**src/rtl/dvi_timing_ctrl.sv**
```systemverilog
// DVI timing controller: raster counters, sync generation and a ready/valid pixel
// input that locks to the frame origin through s_first.
module dvi_timing_ctrl #(
    parameter int   H_ACTIVE = 640,
    parameter int   H_FP     = 16,
    parameter int   H_SYNC   = 96,
    parameter int   H_BP     = 48,
    parameter int   V_ACTIVE = 480,
    parameter int   V_FP     = 10,
    parameter int   V_SYNC   = 2,
    parameter int   V_BP     = 33,
    parameter logic SYNC_POL = 1'b0
) (
    input  logic        clk_pix,
    input  logic        rst_pix_n,
    input  logic        enable,
    input  logic        clr_err,
    input  logic        s_valid,
    input  logic        s_first,
    input  logic [23:0] s_data,
    output logic        s_ready,
    output logic        de,
    output logic [7:0]  data_ch0,
    output logic [7:0]  data_ch1,
    output logic [7:0]  data_ch2,
    output logic [1:0]  ctrl_ch0,
    output logic [1:0]  ctrl_ch1,
    output logic [1:0]  ctrl_ch2,
    output logic        frame_start,
    output logic        err_sticky
);

    // state    | meaning
    // IDLE     | timing stopped, counters parked at (0,0), outputs quiet
    // WAIT_SOF | raster and syncs running, stale pixels dropped until s_first at (0,0)
    // RUN      | pixels consumed on every active position and shown with de=1

    localparam int H_TOTAL = H_ACTIVE + H_FP + H_SYNC + H_BP;
    localparam int V_TOTAL = V_ACTIVE + V_FP + V_SYNC + V_BP;
    localparam int HW      = (H_TOTAL > 1) ? $clog2(H_TOTAL) : 1;
    localparam int VW      = (V_TOTAL > 1) ? $clog2(V_TOTAL) : 1;
    localparam int HS_BEG  = H_ACTIVE + H_FP;
    localparam int HS_END  = HS_BEG + H_SYNC;
    localparam int VS_BEG  = V_ACTIVE + V_FP;
    localparam int VS_END  = VS_BEG + V_SYNC;

    localparam logic [HW-1:0] H_LAST   = HW'(H_TOTAL - 1);
    localparam logic [VW-1:0] V_LAST   = VW'(V_TOTAL - 1);
    localparam logic          SYNC_OFF = ~SYNC_POL;
    localparam logic [1:0]    CTRL_OFF = {SYNC_OFF, SYNC_OFF};

    typedef enum logic [1:0] {
        ST_IDLE     = 2'd0,
        ST_WAIT_SOF = 2'd1,
        ST_RUN      = 2'd2
    } state_t;

    state_t          state_q, state_d;
    logic [HW-1:0]   h_q, h_d, h_adv;
    logic [VW-1:0]   v_q, v_d, v_adv;
    logic            de_q, de_d;
    logic [23:0]     pix_q, pix_d;
    logic [1:0]      ctrl_q, ctrl_d;
    logic            fs_q, fs_d;
    logic            err_q, err_d;
    logic            err_set;
    logic            ready_c;

    logic [31:0]     h_pos, v_pos;
    logic            in_active, at_origin, hs_win, vs_win;
    logic [1:0]      ctrl_run;

    // Compare in 32 bits so sync windows ending exactly at the line total stay correct.
    assign h_pos     = 32'(h_q);
    assign v_pos     = 32'(v_q);
    assign in_active = (h_pos < H_ACTIVE) && (v_pos < V_ACTIVE);
    assign at_origin = (h_q == '0) && (v_q == '0);
    assign hs_win    = (h_pos >= HS_BEG) && (h_pos < HS_END);
    assign vs_win    = (v_pos >= VS_BEG) && (v_pos < VS_END);
    assign ctrl_run  = {(vs_win ? SYNC_POL : SYNC_OFF), (hs_win ? SYNC_POL : SYNC_OFF)};

    always_comb begin
        h_adv = h_q + HW'(1);
        v_adv = v_q;
        if (h_q == H_LAST) begin
            h_adv = '0;
            v_adv = (v_q == V_LAST) ? '0 : v_q + VW'(1);
        end
    end

    always_comb begin
        state_d = state_q;
        h_d     = h_q;
        v_d     = v_q;
        ready_c = 1'b0;
        de_d    = 1'b0;
        pix_d   = '0;
        ctrl_d  = CTRL_OFF;
        fs_d    = 1'b0;
        err_set = 1'b0;

        if (!enable) begin
            state_d = ST_IDLE;
            h_d     = '0;
            v_d     = '0;
        end else begin
            case (state_q)
                ST_IDLE: begin
                    state_d = ST_WAIT_SOF;
                end

                ST_WAIT_SOF: begin
                    h_d    = h_adv;
                    v_d    = v_adv;
                    ctrl_d = ctrl_run;
                    fs_d   = at_origin;
                    if (at_origin && s_valid && s_first) begin
                        ready_c = 1'b1;
                        de_d    = 1'b1;
                        pix_d   = s_data;
                        state_d = ST_RUN;
                    end else begin
                        ready_c = s_valid & ~s_first;
                    end
                end

                ST_RUN: begin
                    h_d    = h_adv;
                    v_d    = v_adv;
                    ctrl_d = ctrl_run;
                    fs_d   = at_origin;
                    if (in_active) begin
                        de_d    = 1'b1;
                        // A frame head arriving early is left in place for the next origin.
                        ready_c = ~(s_first & ~at_origin);
                        if (!s_valid || (s_first && !at_origin)) begin
                            err_set = 1'b1;
                            state_d = ST_WAIT_SOF;
                        end else begin
                            pix_d = s_data;
                        end
                    end
                end

                default: begin
                    state_d = ST_IDLE;
                    h_d     = '0;
                    v_d     = '0;
                end
            endcase
        end

        err_d = err_set | (err_q & ~clr_err);
    end

    always_ff @(posedge clk_pix or negedge rst_pix_n) begin
        if (!rst_pix_n) begin
            state_q <= ST_IDLE;
            h_q     <= '0;
            v_q     <= '0;
            de_q    <= 1'b0;
            pix_q   <= '0;
            ctrl_q  <= CTRL_OFF;
            fs_q    <= 1'b0;
            err_q   <= 1'b0;
        end else begin
            state_q <= state_d;
            h_q     <= h_d;
            v_q     <= v_d;
            de_q    <= de_d;
            pix_q   <= pix_d;
            ctrl_q  <= ctrl_d;
            fs_q    <= fs_d;
            err_q   <= err_d;
        end
    end

    assign s_ready     = ready_c;
    assign de          = de_q;
    assign data_ch0    = pix_q[7:0];
    assign data_ch1    = pix_q[15:8];
    assign data_ch2    = pix_q[23:16];
    assign ctrl_ch0    = ctrl_q;
    assign ctrl_ch1    = 2'b00;
    assign ctrl_ch2    = 2'b00;
    assign frame_start = fs_q;
    assign err_sticky  = err_q;

endmodule

```
**config.mk**
```make
export PLATFORM = sky130hd
export DESIGN_NAME = dvi_timing_ctrl
export DESIGN_NICKNAME = d
export VERILOG_FILES = /design/src/rtl/dvi_timing_ctrl.sv
export SDC_FILE = /design/constraint.sdc
export NUM_CORES = 1
export LEC_CHECK = 0
export ABC_AREA = 1
export BUFFER_PORTS_ARGS = -buffer_cell sky130_fd_sc_hd__clkbuf_2
export CAP_MARGIN = 5
export CORE_ASPECT_RATIO = 0.7
export CORE_MARGIN = 2
export CORE_UTILIZATION = 45
export DETAILED_ROUTE_END_ITERATION = 8
export PLACE_DENSITY_LB_ADDON = 0.1
export REMOVE_ABC_BUFFERS = 1
export SLEW_MARGIN = 10
export SYNTH_ARGS = -nofsm -noshare
export SYNTH_HDL_FRONTEND = slang
export SYNTH_SLANG_ARGS = --single-unit
```
**constraint.sdc**
```tcl
create_clock -name clk_pix -period 2.26 [get_ports clk_pix]
set_input_delay 0.339 -clock clk_pix [delete_from_list [all_inputs] [get_ports clk_pix]]
set_output_delay 0.339 -clock clk_pix [all_outputs]
set_load 0.01 [all_outputs]
```
# Word level (Yosys, flattened, before mapping)
# Index checks and enable logic that the tools add are counted.
[totals]
ff_bits = 51
latchBits = 0
output_inout_bits = 34
mem_bits_rw = 0
rom_bits = 0
n_memories = 0
[op_classes]
reduce_logical = 16
shifts = 0
magnitude_cmp = 6
addsub = 2
multipliers = 0
div = 0
n_eq_ne = 9
muxes = 35
n_bitwise = 8
[op_table]
columns = ["cell", "n"]
rows = [
  ["2-to-1 mux 24 bit", 4],
  ["2-to-1 mux 10 bit", 5],
  ["one-hot mux 24 bit (2 select lines)", 1],
  ["one-hot mux 10 bit (2 select lines)", 2],
  ["adder 10 x 1 -> 10 bit (second input constant)", 2],
  ["== test 10 bit (second input constant)", 2],
  ["zero test 10 bit", 2],
  ["less-than comparator 10 bit (second input constant)", 2],
  ["less-than comparator 10 x 9 -> 1 bit (second input constant)", 2],
  ["2-to-1 mux 1 bit", 14],
  ["2-to-1 mux 2 bit", 6],
  [">= comparator 10 bit (second input constant)", 1],
  [">= comparator 10 x 9 -> 1 bit (second input constant)", 1],
  ["!= test 3 bit (second input constant)", 3],
  ["logical AND 1 bit", 7],
  ["one-hot mux 2 bit (3 select lines)", 1],
  ["inverter 1 bit", 4],
  ["one-hot mux 1 bit (2 select lines)", 2],
  ["bitwise AND 1 bit", 3],
  ["!= test 3 x 2 -> 1 bit (second input constant)", 1],
  ["AND reduction 3 bit", 1],
  ["== test 2 x 1 -> 1 bit (second input constant)", 1],
  ["== test 2 bit (second input constant)", 1],
  ["zero test 1 bit", 2],
  ["other kinds (6)", 6],
]

# Depth between registers and ports, before layout
[depth]
ltp_word = 10
mapped_depth = 13
depth_no_buf = 12

# Worst setup path before layout
# No wires, ideal clock.
[synth_path]
kind = "reg-to-output"
from = "register v_q[0]"
to = "output port s_ready"
arrival_time_ns = 1.407
stages_incl_launch_ff = 13
path_slack_ns = 0.514
path_cell_list = "dfrtp_1 > inv_1 > ha_1 > inv_1 > nor2_1 > nand2_1 > nor2_1 > nand3_1 > nand2_1 > nand2_2 > clkinv_2 > nand2_1 > a21oi_1"
[synth_between]
elab_chain_len = 8
word_cells_on_any_way = 13
classes_between = "order compare: 1; mux: 4; bitwise: 3; reduce/logical: 5"
[synth_lines]
columns = ["item", "line", "source"]
rows = [
  ["from (decl)", "60", "logic [VW-1:0] v_q, v_d, v_adv;"],
  ["from (signal assigned)", "169", "v_q <= v_d;"],
  ["branches (longest 6 deep; another with less-than comparator 10 x 9 -> 1 bit)", "-", ""],
  ["one-hot mux 1 bit (2 select lines) *", "107", "case (state_q)"],
  ["2-to-1 mux 1 bit *", "102", "if (!enable) begin"],
  ["to (decl)", "21", "output logic s_ready,"],
]
# Every way passes the cells marked *.

# Final worst setup path
# Ends and elaborated chain as after synthesis.

==> metrics.txt <==
final hold vios=0; Max IR drop VDD=roughly 0.35 mV; Congestion Overflow GR=0; worst min-delay path class=input port to async pin; clock share of power=around 23%; initial antenna violation count=0; H-tree levels=2; max-slew violations=0; via count=2179; Setup crit end kind=output pin; Seq/Total Area, Yosys=between 40% and 50%; RSZ-0062 raised after global routing=yes; final worst path period share=a little over nine tenths; Critical Path RT=between 1500 and 2000 ps; routability-driven placement congestion ratio=0.899; final setup TNS=0 ps; Ys Warns=0; die area=approximately 0.0065 mm2; pre-CTS WS=198 ps; Worst-Skew Late Latency=320 ps; Final Util=55.2%; layout cells sized above 1=35.8%; critical path type=flop to output pin; hold_buf cts=0; Final WS setup=approximately 30 ps; Initial Utilization=between 40 and 50%; endpoints failing setup=0; Iteration-0 DRC Markers=130; fin nets=408; syn_area_per_cell=8.73 um2; Final Instance Area=0.00315 mm2; IO Count=between 60 and 70; global-route wire length before repair=9260 um; switch share=a little under two fifths; vias in the first global route=1946; Post-route DRC=0; critical path peak fanout=4; Die Wd=95.8 um; cell total after placement=434; R2R Setup Slk=300 ps; Port Buffers=59; final wirelength=5660 um; Post-Layout Cell Count=446; Syn Inst Count=between 300 and 400; Int Power=1.49 mW; # Max-Cap Violations=0; Worst-path clk slew=90 ps; CTS Buf Count=5; clock sinks=51; Site Rows=23; root cell of the clock tree=clkbuf_8; drt via density=~4.9; Yosys cell types=33; slew of the pin with the lowest slew margin=approximately 910 ps; hold slack=12.2 ps; fill count=549; part of the power in registers=42.3%; total power draw=2.37 mW; Synth Register Bits=51; largest net degree at the start of global routing=31; f_max=448 MHz; area growth from synthesis to layout=18.6%; crit path DAT=1890 ps; TritonRoute pass-1 iters=4; max_slew headroom=39.1%; die height=68.2 um; status=finished clean; core area=between 0.005 and 0.006 mm2; post-detail-place hpwl=4180 um; Leakage=1.61 nW; CTS tree=yes; sw power=881 uW; Antenna diodes=0; GRT Util Overall=18.9%; mapped cell area=0.00265 mm2; Final ANT Viol Nets=0; clock skew=5.77 ps; DR WL/cell=~13 um; PwrDens=752 mW/mm2; area of placed instances=between 0.002 and 0.003 mm2; Comb pwr share=35.1%; Critical Path Start Type=flop; Min Clock Period, post-route=2230 ps; CTS Buffer Depth=2
-- repair_timing --
action / 4_1_cts / 5_1_grt
buffers inserted: 0 / 4
pin swaps: 0 / 4
resized for setup: 1 / 10
setup endpoints to repair: 1 / 1
-- area by class of cell --
cell class	instances	area [um2]	share of cell area (%)
tap	75	93.8	2.98
sequential	51	1280	40.6
clock buffer	5	68.8	2.19
timing repair buffer	67	368	11.7
multi-input combinational	204	1160	36.9
inverter	41	155	4.93
clock inverter	3	20.0	0.636
-- cells in the mapped netlist --
library cell,instances,area [um2]
nor3_4,1,16.3
nor2_2,21,131
nand4_1,7,43.8
nand2_1,59,221
clkinv_2,1,5.00
inv_2,9,33.8
conb_1,1,3.75
o2111ai_1,2,17.5
nand2_2,4,25.0
o21ai_1,1,5.00
buf_2,1,5.00
o21ai_4,1,16.3
nor2_1,28,105
o21ai_0,11,55.1
nor3_2,3,30.0
inv_1,31,116
nand3_1,14,70.1
dfrtp_1,49,1230
xor2_1,7,61.3
buf_4,5,37.5
a211oi_2,1,12.5
nand3_2,2,20.0
nand2_4,1,11.3
buf_6,5,56.3
a21oi_1,9,45.0
nor3b_1,1,7.51
ha_1,8,100
o22ai_1,5,31.3
nor4_1,3,18.8
o21ai_2,1,8.76
dfstp_2,2,52.6
nor2_4,2,22.5
nor3_1,8,40.0
-- critical path, cell delays in order, from the launching register on --
cell and delay (ps):
dfrtp_1 390, inv_1 110, ha_4 140, inv_2 50, nor2_2 90, nand2_1 50
nor2_1 110, nand3_1 90, nand2_2 100, buf_4 110, nand2_1 70, a21oi_2 120
buf_2 150
-- logic make-up after synthesis --
group | count (synthesis) | share of synthesized area (%)
compound gates | 31 | 7.22
xor+xnor | 7 | 2.31
fa+ha+maj | 8 | 3.77
buf+inv | 52 | 9.57
flops | 51 | 48.2
other cells | 1 | 0.141
simple gates | 154 | 28.8
-- final timing paths --
check                                  startpoint                      to  cells past startpoint
max                            v_q[0]$_DFFE_PN0P_                 s_ready                     12
min reg2reg                state_q[1]$_DFFE_PN0P_  state_q[1]$_DFFE_PN0P_                      2
max in group asynchronous               rst_pix_n      pix_q[8]$_DFF_PN0_                      2
min in group clk_pix                      clr_err    err_sticky$_DFF_PN0_                      2
max reg2reg                    h_q[0]$_DFFE_PN0P_     pix_q[23]$_DFF_PN0_                     10
min                                     rst_pix_n      v_q[8]$_DFFE_PN0P_                      1
-- routing by layer --
| layer | wire length (um) | share of wire, % | track usage, % |
|---|---|---|---|
| met5 | 0 | 0 | 0 |
| met4 | 62 | 1.1 | 5.36 |
| met3 | 314 | 5.5 | 5.95 |
| met2 | 2600 | 46 | 27.0 |
| met1 | 2690 | 47 | 27.4 |
-- sequential cells by signal, summed over array words and instances (netlist names) --
name / flops
de: 1
frame_start: 1
pix_q: 24
err_sticky: 1
state_q: 2
ctrl_ch0: 2
h_q: 10
v_q: 10
-- power groups by stage --
stage / clock network (mW) / logic, mW / registers, mW
5_1_grt: 0.591 / 0.932 / 1.01
4_1_cts: 0.549 / 0.748 / 1.01
3_5_place_dp: 0 / 0.739 / 1.03
3_3_place_gp: 0 / 0.733 / 1.02
2_1_floorplan: 0 / 0.502 / 1.03
6_report: 0.534 / 0.830 / 1.00
-- cells in the final DEF (no fill, tap or decap), types with 4 or more instances in the layout --
master / count
nand3_1: 14
nor3_2: 4
conb_1: 4
o21ai_0: 11
inv_2: 11
clkbuf_8: 5
a21oi_1: 8
nor3_1: 7
nor2_2: 22
nand2_2: 6
clkbuf_2: 58
nand2_1: 57
dfrtp_1: 49
ha_1: 6
nand4_1: 7
xor2_1: 7
o22ai_1: 5
inv_1: 29
nor2_1: 27
buf_4: 7
No activity file was read; power rests on OpenSTA's default activity.
